File: src/rtl/mul_share_arbiter_if.sv
// mul_share_arbiter_if: client and multiplier bus of the shared-multiplier arbiter
interface mul_share_arbiter_if #(
   parameter int N    = 4,
   parameter int NREQ = 2
);
   logic [NREQ-1:0]   req;
   logic [NREQ*N-1:0] a_flat;
   logic [NREQ*N-1:0] b_flat;
   logic [NREQ-1:0]   gnt;
   logic [NREQ-1:0]   done;
   logic [2*N-1:0]    result;
   logic              busy;
   logic              timeout_err;
   logic              mul_start;
   logic [N-1:0]      mul_multiplier;
   logic [N-1:0]      mul_multiplicand;
   logic              mul_ready;
   logic [2*N-1:0]    mul_product;
   modport slave (
      input  req, a_flat, b_flat, mul_ready, mul_product,
      output gnt, done, result, busy, timeout_err, mul_start, mul_multiplier, mul_multiplicand
   );
   modport master (
      output req, a_flat, b_flat, mul_ready, mul_product,
      input  gnt, done, result, busy, timeout_err, mul_start, mul_multiplier, mul_multiplicand
   );
endinterface

File: src/rtl/mul_share_arbiter.sv
// mul_share_arbiter: round-robin sharing of one start/ready multiplier with a hang watchdog
module mul_share_arbiter #(
   parameter int N       = 4,
   parameter int NREQ    = 2,
   parameter int TIMEOUT = 32
) (
   input logic                clk,
   input logic                rst_n,
   mul_share_arbiter_if.slave bus
);
   localparam int PW = $clog2(NREQ);
   localparam int WW = $clog2(TIMEOUT);
   typedef enum logic [1:0] {IDLE, ISSUE, WAIT, HALT} state_t;
   state_t          state, state_nx;
   logic [PW-1:0]   ptr, ptr_nx, owner, owner_nx;
   logic [WW-1:0]   wd, wd_nx;
   logic [NREQ-1:0] gnt_q, gnt_nx, done_q, done_nx;
   logic [2*N-1:0]  result_q, result_nx;
   logic            busy_q, busy_nx, err_q, err_nx, start_q, start_nx;
   logic [N-1:0]    ma_q, ma_nx, mb_q, mb_nx;
   logic            found;
   int              win;
   assign bus.gnt              = gnt_q;
   assign bus.done             = done_q;
   assign bus.result           = result_q;
   assign bus.busy             = busy_q;
   assign bus.timeout_err      = err_q;
   assign bus.mul_start        = start_q;
   assign bus.mul_multiplier   = ma_q;
   assign bus.mul_multiplicand = mb_q;
   // Register every state element and output; reset abandons any operation in flight
   always_ff @(posedge clk) begin
      if (!rst_n) begin
         state    <= IDLE;
         ptr      <= '0;
         owner    <= '0;
         wd       <= '0;
         gnt_q    <= '0;
         done_q   <= '0;
         result_q <= '0;
         busy_q   <= 1'b0;
         err_q    <= 1'b0;
         start_q  <= 1'b0;
         ma_q     <= '0;
         mb_q     <= '0;
      end else begin
         state    <= state_nx;
         ptr      <= ptr_nx;
         owner    <= owner_nx;
         wd       <= wd_nx;
         gnt_q    <= gnt_nx;
         done_q   <= done_nx;
         result_q <= result_nx;
         busy_q   <= busy_nx;
         err_q    <= err_nx;
         start_q  <= start_nx;
         ma_q     <= ma_nx;
         mb_q     <= mb_nx;
      end
   end
   // Round-robin pick starting at ptr, then sequence ISSUE -> WAIT -> IDLE or HALT on a hang
   always_comb begin
      state_nx  = state;
      ptr_nx    = ptr;
      owner_nx  = owner;
      wd_nx     = wd;
      gnt_nx    = '0;
      done_nx   = '0;
      start_nx  = 1'b0;
      result_nx = result_q;
      err_nx    = err_q;
      ma_nx     = ma_q;
      mb_nx     = mb_q;
      found     = 1'b0;
      win       = 0;
      for (int k = 0; k < NREQ; k++) begin
         int idx;
         idx = int'(ptr) + k;
         if (idx >= NREQ) idx = idx - NREQ;
         if (!found && bus.req[idx]) begin
            found = 1'b1;
            win   = idx;
         end
      end
      case (state)
         IDLE: if (found) begin
            state_nx    = ISSUE;
            gnt_nx[win] = 1'b1;
            start_nx    = 1'b1;
            owner_nx    = PW'(win);
            ptr_nx      = (win == NREQ - 1) ? '0 : PW'(win + 1);
            ma_nx       = bus.a_flat[win*N +: N];
            mb_nx       = bus.b_flat[win*N +: N];
         end
         ISSUE: begin
            state_nx = WAIT;
            wd_nx    = '0;
         end
         WAIT: if (bus.mul_ready) begin
            state_nx       = IDLE;
            result_nx      = bus.mul_product;
            done_nx[owner] = 1'b1;
         end else if (wd == WW'(TIMEOUT - 1)) begin
            state_nx = HALT;
            err_nx   = 1'b1;
         end else begin
            wd_nx = wd + 1'b1;
         end
         default: ;
      endcase
      busy_nx = (state_nx != IDLE);
   end
endmodule

File: src/flat_wrapper.sv
// flat-port wrapper written by rule: the top's interface ports become plain ports
module mul_share_arbiter_flat 
#(
   parameter int N       = 4,
   parameter int NREQ    = 2,
   parameter int TIMEOUT = 32
)
  (clk, rst_n, bus_req, bus_a_flat, bus_b_flat, bus_mul_ready, bus_mul_product, bus_gnt, bus_done, bus_result, bus_busy, bus_timeout_err, bus_mul_start, bus_mul_multiplier, bus_mul_multiplicand);
  mul_share_arbiter_if #(.N(N), .NREQ(NREQ)) bus_i ();
  input logic clk;
  input logic rst_n;
  input wire logic [$bits(bus_i.req)-1:0] bus_req;
  input wire logic [$bits(bus_i.a_flat)-1:0] bus_a_flat;
  input wire logic [$bits(bus_i.b_flat)-1:0] bus_b_flat;
  input wire logic [$bits(bus_i.mul_ready)-1:0] bus_mul_ready;
  input wire logic [$bits(bus_i.mul_product)-1:0] bus_mul_product;
  output wire logic [$bits(bus_i.gnt)-1:0] bus_gnt;
  output wire logic [$bits(bus_i.done)-1:0] bus_done;
  output wire logic [$bits(bus_i.result)-1:0] bus_result;
  output wire logic [$bits(bus_i.busy)-1:0] bus_busy;
  output wire logic [$bits(bus_i.timeout_err)-1:0] bus_timeout_err;
  output wire logic [$bits(bus_i.mul_start)-1:0] bus_mul_start;
  output wire logic [$bits(bus_i.mul_multiplier)-1:0] bus_mul_multiplier;
  output wire logic [$bits(bus_i.mul_multiplicand)-1:0] bus_mul_multiplicand;
  assign bus_i.req = bus_req;
  assign bus_i.a_flat = bus_a_flat;
  assign bus_i.b_flat = bus_b_flat;
  assign bus_i.mul_ready = bus_mul_ready;
  assign bus_i.mul_product = bus_mul_product;
  assign bus_gnt = bus_i.gnt;
  assign bus_done = bus_i.done;
  assign bus_result = bus_i.result;
  assign bus_busy = bus_i.busy;
  assign bus_timeout_err = bus_i.timeout_err;
  assign bus_mul_start = bus_i.mul_start;
  assign bus_mul_multiplier = bus_i.mul_multiplier;
  assign bus_mul_multiplicand = bus_i.mul_multiplicand;
  mul_share_arbiter #(.N(N), .NREQ(NREQ), .TIMEOUT(TIMEOUT)) u_core (.clk(clk), .rst_n(rst_n), .bus(bus_i));
endmodule
File: config.mk
export PLATFORM = sky130hd
export DESIGN_NAME = mul_share_arbiter_flat
export DESIGN_NICKNAME = d
export VERILOG_FILES = /design/src/rtl/mul_share_arbiter_if.sv /design/src/rtl/mul_share_arbiter.sv /design/src/flat_wrapper.sv
export SDC_FILE = /design/constraint.sdc
export NUM_CORES = 1
export LEC_CHECK = 0
export CAP_MARGIN = 20
export CORE_UTILIZATION = 43
export CTS_CLUSTER_SIZE = 16
export DETAILED_ROUTE_END_ITERATION = 12
export GPL_ROUTABILITY_DRIVEN = 0
export GPL_TIMING_DRIVEN = 1
export PLACE_DENSITY = 0.89
export SLEW_MARGIN = 5
export SYNTH_ARGS = -nofsm -noshare
export SYNTH_HDL_FRONTEND = slang
export SYNTH_SLANG_ARGS = --single-unit
export TNS_END_PERCENT = 50
File: constraint.sdc
create_clock -name clk -period 2.19 [get_ports clk]
set_input_delay 0.438 -clock clk [delete_from_list [all_inputs] [get_ports clk]]
set_output_delay 0.438 -clock clk [all_outputs]
set_load 0.005 [all_outputs]
==> impl_metrics.toml <==
[detailed_routing]
drc_errors = 0
postRouteAntennaNets = 0
post_drt_via_cell_ratio = 5.26
wl_per_cell_um = 13.6
drtPass1Iterations = 4
wirelength_um = 3260
vias = 1263
drt_iter0_drc = 65

[clocking]
worst_skew_pair.late_latency_ps = 330
cts_setup_buffers = 0
cts.root.buffer_cell = "clkbuf_4"
cts-buffers-inserted = 5
htreeDepth = 2
cts_tree = "built"
post_cts_resized = 0
clk_path_buf_depth = 2
ctsHoldBuffers = 0
path_clk_slew_ps = 90
cts_num_sinks = 32

[pwr]
peakVddDrop_mv = 0.341
power_density_mw_per_mm2 = 623
leakage_nw = 0.834

[timing]
slew_headroom_pct = 58.9
fmax_ghz = 0.490
rsz0062_at_grt = "no"
finalCritPeriodShare_pct = 93.1
final.setup.tns_ps = 0
setup_viol = 0
slew_viol_final = 0
worstMarginPinSlew_ps = 616
finalClockSkew_ps = 5.99
hold_viol = 0
period_needed_ps = 2040

[floorplanning]
rows = 20
start_util_pct = 44.9
floorplan.io_pins = 52
core-area_mm2 = 0.00303
fp.dieArea_mm2 = 0.00339
chipHeight_um = 58.2
die_w_um = 58.2

[finish]
utilization_pct = 64.5
finalNonFillerCells = 240
nNetsFinal = 227
layout_commonest_cell = "clkdlybuf4s50_1"
layout-drive-gt1-share_pct = 6.63
area_delta_synth_final_pct = 43.6
diodes = 0
final_cell_mix = "51 x clkdlybuf4s50_1, 32 x dfxtp_1, 13 x nor2_1"

[run]
cap_violations = 0

[status]
status = "complete, no violations"

[synth]
synth_edf_count = 0
ys_ff_latch = 32
syn_area_mm2 = 0.00136
ys_seq_area_share_pct = 47.1
async_reset_ff_share_pct = 0
yosysUniqueCellTypes = 30
synth.avg_cell_area_um2 = 9.51
yosysWarnings = 0
synth_flop_cell = "dfxtp_1"
syn_nets = 174
netlist_instances = 143

[setup_path]
startpoint_type = "flop"
crit_path_max_fanout = 5
max_stage_delay_ps = 560
critPathKind = "reg -> reg"
cp.arrival_ps = 2300
worstPathRequired_ps = 2450
crit_path_end_kind = "flop"
crit_chain = "ha_1 -> and3_1 -> ha_1 -> or4b_4 -> or3_1 -> a21oi_1"
crit_slowest_cell = "or4b_4"
cp_common_cell = "ha_1"

[global_routing]
grt_use_total_pct = 20.6
grt_overflow_total = 0
first_global_vias = 1241
grt_max_degree = 23
antenna_found_initial = 0
grt_pass1_wl_um = 5280

[hold_path]
hold_class = "reg -> reg"

[placement]
hpwl_um = 2430
dpl.cell_count = 233
io_buffers = 51
[worst paths after layout]
path                              startpoint                  to  slack, ps  cells after the start
worst max-delay path            u_core.wd[0]        u_core.wd[2]        150                      6
worst max register to register  u_core.wd[0]        u_core.wd[2]        150                      6
worst min-delay path            u_core.owner  u_core.bus.done[1]        470                      2
worst min register to register  u_core.owner  u_core.bus.done[1]        470                      2
[per-stage QoR]
stage	power (W)	setup slack (ps)	hold slack, ps	area (um2)
after floorplan	0.000782	294	418	1360
after CTS	0.00123	166	480	1950
after global placement	0.000912	249	439	1910
final	0.00122	150	471	1950
after global routing	0.00128	83.2	508	1950
after detailed placement	0.000923	167	452	1910
[routing by layer]
layer  track usage [%]  vias to the layer above  routed length, um
met5                 0                        -                  0
met4              11.6                        0                 62
met3              6.25                        8                195
met2              33.7                       47               1600
met1              23.9                      589               1410
li1                  -                      619                  -
[cells in the mapped netlist, drive strengths merged (2+ instances only)]
cell,n,area (um2)
a21boi,8,60.1
a21oi,9,45.0
and3,9,56.3
buf,2,16.3
clkbuf,8,40.0
dfxtp,32,641
ha,2,25.0
inv,5,18.8
mux2i,9,90.1
nand2,4,15.0
nand2b,3,18.8
nand3,5,25.0
nand3b,2,15.0
nor2,13,48.8
nor3,3,15.0
o21ai,4,20.0
o21bai,8,60.1
o311a,8,80.1
[flip-flops by register name, indices dropped and copies added (netlist names)]
register                     count
u_core.wd                        5
u_core.bus.mul_multiplicand      4
u_core.owner                     1
u_core.bus.result                8
u_core.bus.mul_start             1
u_core.bus.done                  2
u_core.bus.gnt                   2
u_core.bus.mul_multiplier        4
u_core.ptr                       1
u_core.bus.timeout_err           1
u_core.bus.busy                  1
u_core.state                     2
[power by group]
part           switching (W)  internal (W)
registers          0.0000256      0.000620
logic               0.000104      0.000160
clock network       0.000188      0.000118
[critical path: cells and delay by family (launching register included)]
family	cells	cell delay, ps
flops	1	350
compound gates	1	140
fa+ha+maj	2	420
simple gates	3	1070
[cells by family (layout without fill, tap and decap cells)]
| logic type | after synthesis | count (layout) | synth area share [%] |
|---|---|---|---|
| and+or+nand+nor | 46 | 46 | 18.3 |
| AOI/OAI and AO/OA | 39 | 39 | 20.6 |
| DFF | 32 | 32 | 47.1 |
| buffers and inverters | 15 | 68 | 5.52 |
| muxes | 9 | 9 | 6.62 |
| adders and majority gates | 2 | 2 | 1.84 |
[cell type report]
type	count	area (um2)
timing repair buffer	56	548
fill	244	1070
multi-input combinational	96	644
tap	44	55.1
inverter	5	18.8
sequential	32	641
clock buffer	6	41.3
clock inverter	1	5.00
Power figures use the tool's default switching activity.
